## config.mk

```make
export PLATFORM = sky130hd
export DESIGN_NAME = udp_port_rx
export DESIGN_NICKNAME = d
export VERILOG_FILES = /design/src/rtl/udp_port_rx.sv
export SDC_FILE = /design/constraint.sdc
export NUM_CORES = 1
export LEC_CHECK = 0
export CAP_MARGIN = 25
export CORE_ASPECT_RATIO = 0.7
export CORE_UTILIZATION = 35
export CTS_BUF_LIST = sky130_fd_sc_hd__clkbuf_16
export DETAILED_ROUTE_END_ITERATION = 7
export DONT_BUFFER_PORTS = 1
export GPL_TIMING_DRIVEN = 0
export PLACE_DENSITY = 0.57
export SLEW_MARGIN = 20
export SYNTH_ARGS = -nofsm -noshare
export SYNTH_HDL_FRONTEND = slang
export SYNTH_SLANG_ARGS = --single-unit
```

## constraint.sdc

```tcl
create_clock -name clk -period 4.1 [get_ports clk]
set_input_delay 0.82 -clock clk [delete_from_list [all_inputs] [get_ports clk]]
set_output_delay 0.82 -clock clk [all_outputs]
set_load 0.01 [all_outputs]
```

## src/rtl/udp_port_rx.sv

```systemverilog
// IPv4/UDP receive parser: assembles N-bit beats into bytes, validates headers, emits UDP payload bytes tagged by port_idx.
// Define UDP_RX_IP_CSUM_CHECK_EN to also reject frames with a bad IPv4 header checksum (drop reason 7).
module udp_port_rx #(
    parameter int          N         = 2,
    parameter int          NUM_PORTS = 4,
    parameter logic [15:0] PORT_BASE = 16'd5000,
    parameter logic [31:0] MY_IP     = 32'h12_12_6b_0d,
    localparam int         PW        = (NUM_PORTS > 1) ? $clog2(NUM_PORTS) : 1
) (
    input  logic          clk,
    input  logic          rst,
    input  logic [N-1:0]  axiid,
    input  logic          axiiv,
    output logic [7:0]    axiod,
    output logic          axiov,
    output logic          axio_last,
    output logic [PW-1:0] port_idx,
    output logic [31:0]   src_ip_out,
    output logic [15:0]   src_port_out,
    output logic [15:0]   payload_len_out,
    output logic          drop,
    output logic [2:0]    drop_reason
);
    localparam int BEATS = 8 / N;
    localparam int SW    = (N == 8) ? 1 : 8 - N;

    localparam logic [2:0] S_WAIT_IDLE = 3'd0;
    localparam logic [2:0] S_IDLE      = 3'd1;
    localparam logic [2:0] S_IP_HDR    = 3'd2;
    localparam logic [2:0] S_UDP_HDR   = 3'd3;
    localparam logic [2:0] S_PAYLOAD   = 3'd4;
    localparam logic [2:0] S_DRAIN     = 3'd5;

    logic [2:0]    r_state;
    logic [3:0]    r_beat_cnt;
    logic [SW-1:0] r_shift;
    logic [4:0]    r_byte_cnt;
    logic [7:0]    r_prev;
    logic [15:0]   r_total_len;
    logic [15:0]   r_src_port;
    logic [15:0]   r_dst_port;
    logic [15:0]   r_udp_len;
    logic [15:0]   r_remain;
    logic [31:0]   r_src_ip;
    logic [23:0]   r_dst_ip;

    logic [7:0]    w_byte;
    logic          w_byte_done;
    logic [2:0]    w_fail;
    logic [15:0]   w_port_off;
    logic          w_port_ok;
    logic          w_len_ok;
    logic          w_csum_bad;

    // First beat of a byte carries its most significant bits.
    generate
        if (N == 8) begin : g_full
            assign w_byte = axiid;
        end else begin : g_shift
            assign w_byte = {r_shift, axiid};
        end
    endgenerate

    assign w_byte_done = axiiv && (r_beat_cnt == 4'(BEATS - 1)) &&
                         (r_state != S_WAIT_IDLE) && (r_state != S_DRAIN);

    assign w_port_off = r_dst_port - PORT_BASE;
    assign w_port_ok  = (r_dst_port >= PORT_BASE) && (w_port_off < 16'(NUM_PORTS));
    assign w_len_ok   = (r_udp_len >= 16'd8) &&
                        (({1'b0, r_udp_len} + 17'd20) <= {1'b0, r_total_len});

`ifdef UDP_RX_IP_CSUM_CHECK_EN
    logic [15:0] r_csum;
    logic [16:0] w_csum_raw;
    logic [15:0] w_csum;

    // One's-complement add of each header word, folding the carry back in every step.
    assign w_csum_raw = {1'b0, (r_byte_cnt == 5'd1) ? 16'd0 : r_csum} + {1'b0, r_prev, w_byte};
    assign w_csum     = w_csum_raw[15:0] + {15'd0, w_csum_raw[16]};
    assign w_csum_bad = (w_csum != 16'hFFFF);

    always_ff @(posedge clk) begin
        if (rst) begin
            r_csum <= '0;
        end else if (w_byte_done && (r_state != S_PAYLOAD) && r_byte_cnt[0] && (r_byte_cnt <= 5'd19)) begin
            r_csum <= w_csum;
        end
    end
`else
    assign w_csum_bad = 1'b0;
`endif

    always_comb begin
        w_fail = 3'd0;
        case (r_byte_cnt)
            5'd0:  if (w_byte != 8'h45) w_fail = 3'd1;
            5'd9:  if (w_byte != 8'd17) w_fail = 3'd2;
            5'd19: begin
                if (w_csum_bad)                        w_fail = 3'd7;
                else if ({r_dst_ip, w_byte} != MY_IP)  w_fail = 3'd3;
            end
            5'd27: begin
                if (!w_port_ok)      w_fail = 3'd4;
                else if (!w_len_ok)  w_fail = 3'd5;
            end
            default: ;
        endcase
    end

    always_ff @(posedge clk) begin
        if (rst) begin
            r_state         <= S_WAIT_IDLE;
            r_beat_cnt      <= '0;
            r_shift         <= '0;
            r_byte_cnt      <= '0;
            r_prev          <= '0;
            r_total_len     <= '0;
            r_src_port      <= '0;
            r_dst_port      <= '0;
            r_udp_len       <= '0;
            r_remain        <= '0;
            r_src_ip        <= '0;
            r_dst_ip        <= '0;
            axiod           <= '0;
            axiov           <= 1'b0;
            axio_last       <= 1'b0;
            port_idx        <= '0;
            src_ip_out      <= '0;
            src_port_out    <= '0;
            payload_len_out <= '0;
            drop            <= 1'b0;
            drop_reason     <= '0;
        end else begin
            axiov     <= 1'b0;
            axio_last <= 1'b0;
            drop      <= 1'b0;
            case (r_state)
                S_WAIT_IDLE, S_DRAIN: begin
                    r_beat_cnt <= '0;
                    r_byte_cnt <= '0;
                    if (!axiiv) r_state <= S_IDLE;
                end
                default: begin
                    if (!axiiv) begin
                        // Frame ended before the datagram completed; any partial byte is lost.
                        r_beat_cnt <= '0;
                        if (r_state != S_IDLE) begin
                            drop        <= 1'b1;
                            drop_reason <= 3'd6;
                            r_state     <= S_DRAIN;
                        end
                    end else begin
                        if (r_state == S_IDLE) r_state <= S_IP_HDR;
                        r_shift <= w_byte[SW-1:0];
                        if (!w_byte_done) begin
                            r_beat_cnt <= r_beat_cnt + 4'd1;
                        end else begin
                            r_beat_cnt <= '0;
                            r_prev     <= w_byte;
                            if (r_state == S_PAYLOAD) begin
                                axiov    <= 1'b1;
                                axiod    <= w_byte;
                                r_remain <= r_remain - 16'd1;
                                if (r_remain == 16'd1) begin
                                    axio_last <= 1'b1;
                                    r_state   <= S_DRAIN;
                                end
                            end else if (w_fail != 3'd0) begin
                                drop        <= 1'b1;
                                drop_reason <= w_fail;
                                r_state     <= S_DRAIN;
                            end else begin
                                r_byte_cnt <= r_byte_cnt + 5'd1;
                                case (r_byte_cnt)
                                    5'd3:  r_total_len <= {r_prev, w_byte};
                                    5'd12, 5'd13, 5'd14, 5'd15:
                                           r_src_ip <= {r_src_ip[23:0], w_byte};
                                    5'd16, 5'd17, 5'd18:
                                           r_dst_ip <= {r_dst_ip[15:0], w_byte};
                                    5'd19: r_state <= S_UDP_HDR;
                                    5'd21: r_src_port <= {r_prev, w_byte};
                                    5'd23: r_dst_port <= {r_prev, w_byte};
                                    5'd25: r_udp_len <= {r_prev, w_byte};
                                    5'd27: begin
                                        port_idx        <= w_port_off[PW-1:0];
                                        src_ip_out      <= r_src_ip;
                                        src_port_out    <= r_src_port;
                                        payload_len_out <= r_udp_len - 16'd8;
                                        r_remain        <= r_udp_len - 16'd8;
                                        r_state         <= (r_udp_len == 16'd8) ? S_DRAIN : S_PAYLOAD;
                                    end
                                    default: ;
                                endcase
                            end
                        end
                    end
                end
            endcase
        end
    end
endmodule

```

==> Flow_metrics.wiki <==
{| class="wikitable"
! Metric !! Value
|-
| Outcome || completed
|-
| Routed via count || 9229
|-
| Area of the core || 29200 sq um
|-
| Share of final-layout standard cells stronger than drive strength 1 || 8.29%
|-
| Pin count of the biggest net entering global routing || 15
|-
| Worst-path cell chain || buf_2 > or4b_1 > or4_1 > o311ai_4 > o211ai_1 > nor4b_4 > and4_1 > buf_4 > buf_2 > nand2_1 > a21oi_1
|-
| Maximum count of clock buffers along a single path || 3
|-
| Source-to-sink clock delay at the later pin of the worst-skew pair || 0.54 ns
|-
| Number of failing setup endpoints in the final timing report || 0
|-
| Avg Inst Size Synth || 8.12 sq um
|-
| CTS sink cnt || 242
|-
| Portion of the post-synthesis area used by sequential elements || 46.1%
|-
| Die extent in x || 209 um
|-
| Sort of element at the end of the critical path || flop
|-
| Initial Utilization || 36.0%
|-
| End-of-flow core utilization || 41.5%
|-
| Syn Nets || 1328
|-
| Placed Instance Area || 11000 sq um
|-
| Filler Cells Inserted || 2977
|-
| Fin nets || 1369
|-
| CTS tree || built
|-
| RSZ-0062 raised after global routing || no
|-
| Largest delay share family, worst path || simple AND/OR/NAND/NOR gates
|-
| Register-to-Register Setup Slack || 0.19 ns
|-
| First-pass GRT wire length || 49.9 mm
|-
| Post-DP HPWL || 23.7 mm
|-
| R2r worst-path depth || 18
|-
| Maximum resistive drop on vdd || 0.299 mV
|-
| Largest stage delay on the critical path || 0.67 ns
|-
| Sequential cell fraction of total power || 49.6%
|-
| Worst Hold Path EP || r_dst_ip[18]
|-
| Area Growth Syn to Fin || 15.3%
|-
| R2R Path End || r_src_ip[8]
|-
| Hold/Removal Path Class || reg -> reg
|-
| Worst-path clk slew || 0.06 ns
|-
| Post-synthesis instance area || 10500 sq um
|-
| ANT nets after route || 0
|-
| Global-route met3 utilization || 4.02%
|-
| Tcrit/Tclk final || 95.8%
|-
| Most used routing layer in global routing || met1
|-
| Crit-path most repeated cell || sky130_fd_sc_hd__buf_2
|-
| Clock Root Buffer || sky130_fd_sc_hd__clkbuf_16
|-
| Final routed DRC violation total || 0
|-
| Most common cell after layout, fill and taps aside || sky130_fd_sc_hd__nand2_1
|-
| Synthesis Warnings || 0
|-
| Largest cells by area after synthesis || sky130_fd_sc_hd__dfxtp_1 46%, sky130_fd_sc_hd__nand2_1 11%, sky130_fd_sc_hd__a21oi_1 7.9%
|-
| Routed length per placed instance || 18.7 um
|-
| Max frequency || 0.255 GHz
|-
| Pre-CTS setup slack || -0.853 ns
|-
| CP max FO || 10
|-
| Via count normalized by instance count || 5.34
|-
| Met1 usage || 32.2%
|-
| Number of register bits inferred by synthesis || 242
|-
| Port bufs || 0
|-
| Placer's final routability congestion estimate || 0.901
|-
| Remaining Overflow, GRT || 0
|-
| Overall die area || 30700 sq um
|-
| Most instantiated flip-flop cell in the synthesis netlist || sky130_fd_sc_hd__dfxtp_1
|-
| Switching share of power || 21.7%
|-
| Final WL || 32.3 mm
|-
| Maximum clock skew at final layout || 0.0183 ns
|-
| Hold_sp || r_dst_ip[18]
|-
| Met2 usage || 28.7%
|-
| Lkg Pwr || 0.00465 uW
|-
| Type of origin of the critical path || primary input
|-
| Data arrival time of the worst path || 4.38 ns
|-
| Vias in the first global route || 8391
|-
| Final min period || 3.93 ns
|-
| Internal power component || 3720 uW
|-
| DIE HEIGHT || 147 um
|-
| Num CTS Buffers || 24
|-
| Setup TNS || 0 ns
|-
| Detailed router's first-iteration violation count || 811
|-
| Number of synthesized flops with an enable pin || 0
|-
| Slew of the pin with the lowest slew margin || 0.896 ns
|-
| Number of stages on the worst setup path || 11
|-
| Library cell with the largest summed area after synthesis || sky130_fd_sc_hd__dfxtp_1
|-
| Worst Setup Slack, final || 0.174 ns
|-
| Share of flip-flops with an asynchronous set or reset after synthesis || 0%
|-
| Router iterations before antenna repair || 5
|-
| Number of inserted diodes || 0
|-
| Comb power frac || 2.3%
|-
| Crit Path Category || in -> reg
|-
| Total power divided by cell area || 392 nW/um^2
|-
| Worst R2R Start || r_udp_len[4]
|-
| Max-slew violation count || 0
|-
| Data required time at the worst endpoint || 4.56 ns
|-
| Count of cells along the worst hold path || 2
|-
| Mapped Cells || 1294
|-
| Switching power of the nets || 1030 uW
|-
| Post-synth top area share || 46.1%
|-
| IO Pins || 85
|-
| Initial antenna violation count || 0
|-
| Slowest CP cell || sky130_fd_sc_hd__or4_1
|-
| Total number of placement rows || 52
|-
| Hold violation count in the final report || 0
|-
| Max-cap check violation count || 0
|-
| Clk network pwr share || 48.1%
|-
| Global Route Usage Sum || 20.8%
|-
| CTS Hold Buffers Added || 0
|-
| Slew HR || 40.2%
|-
| Hold Worst Slack || 0.450 ns
|-
| Critical path buffer and inverter count || 3
|-
| CTS H-Tree Depth || 1
|-
| Unique masters post-synth || 63
|-
| Most used cells in the layout excluding fill and tap cells || 308 x sky130_fd_sc_hd__nand2_1, 239 x sky130_fd_sc_hd__dfxtp_1, 164 x sky130_fd_sc_hd__a21oi_1
|-
| Final Instance Area || 12100 sq um
|}
[sequential cells by signal (all words and copies together), names as in the netlist, 4 cells and up]
| register | count |
|---|---|
| axiod | 8 |
| r_udp_len | 16 |
| r_src_ip | 32 |
| r_beat_cnt | 4 |
| r_remain | 16 |
| r_byte_cnt | 5 |
| src_ip_out | 32 |
| r_dst_ip | 24 |
| r_dst_port | 16 |
| payload_len_out | 16 |
| r_shift | 6 |
| r_src_port | 16 |
| src_port_out | 16 |
| r_total_len | 16 |
| r_prev | 8 |
[power groups by stage]
stage | logic, uW | clock network, uW | registers, uW
CTS | 111 | 2330 | 2360
floorplan | 64.9 | 0 | 2410
finish | 112 | 2290 | 2360
global route | 121 | 2430 | 2360
detailed placement | 111 | 0 | 2410
global placement | 110 | 0 | 2410
[cell usage after synthesis, drive strengths merged, types with 4 or more instances]
master	instances
ha	29
mux2i	71
nand3b	7
nand3	16
nor4	9
o211ai	4
inv	33
xnor2	19
a31oi	5
and4	6
or2	4
o2111ai	5
xor2	11
nor3	24
a21oi	166
o21ai	26
nor3b	7
dfxtp	242
a211oi	5
nand2	308
or4	8
buf	21
nor2	121
nand4	14
clkbuf	70
o31ai	7
nor2b	9
[worst max-delay path by stage]
stage,end,start
2_1_floorplan,r_udp_len[9],axiid[1]
4_1_cts,r_udp_len[10],axiid[1]
3_3_place_gp,src_ip_out[20],r_dst_port[3]
5_1_grt,r_src_ip[15],r_udp_len[4]
3_5_place_dp,src_ip_out[21],axiid[1]
6_report,src_ip_out[22],axiid[1]
[kinds of logic (layout without fill, tap and decap cells)]
family | count (synthesis) | after routing | synth area share (%)
mux | 72 | 72 | 6.87
simple gates | 550 | 550 | 22.8
flops | 242 | 242 | 46.1
xor+xnor | 30 | 30 | 2.50
fa+ha+maj | 30 | 30 | 3.55
compound gates | 246 | 246 | 13.4
buf+inv | 124 | 181 | 4.73
[routing by layer]
layer	share of wire [%]	vias up	routed length [um]
li1	-	4468	-
met5	0	-	0
met4	2.4	0	771
met3	6.9	50	2220
met2	40	304	12900
met1	51	4407	16400
[through the flow]
stage,std cells,total power (uW)
finish,1729,4760
global route,1729,4910
CTS,1717,4800
detailed placement,1674,2520
global placement,1672,2520
floorplan,1294,2470
[layout make-up]
| cell class | instances | area (sq um) | share of cell area (%) |
|---|---|---|---|
| multi-input cells | 928 | 5290 | 43.6 |
| flip-flops and latches | 242 | 4850 | 40.0 |
| repair buffers | 20 | 185 | 1.53 |
| well taps | 378 | 473 | 3.90 |
| plain buffers | 86 | 403 | 3.32 |
| clock inverters | 17 | 175 | 1.45 |
| inverters | 33 | 124 | 1.02 |
| clock buffers | 25 | 626 | 5.16 |
[worst min-delay path, cell delays in order (launching register included)]
cell and delay [ns]:
sky130_fd_sc_hd__dfxtp_1 0.31, sky130_fd_sc_hd__nand2_1 0.05, sky130_fd_sc_hd__a21oi_1 0.05
[what timing repair did]
item                                    in CTS  in global routing
gates resized for setup                      9                 43
endpoints found under the setup margin     169                177
setup buffers                                3                 13
gates cloned                                 0                  2
pin swaps                                    2                  3
No activity file was read; power rests on OpenSTA's default activity.
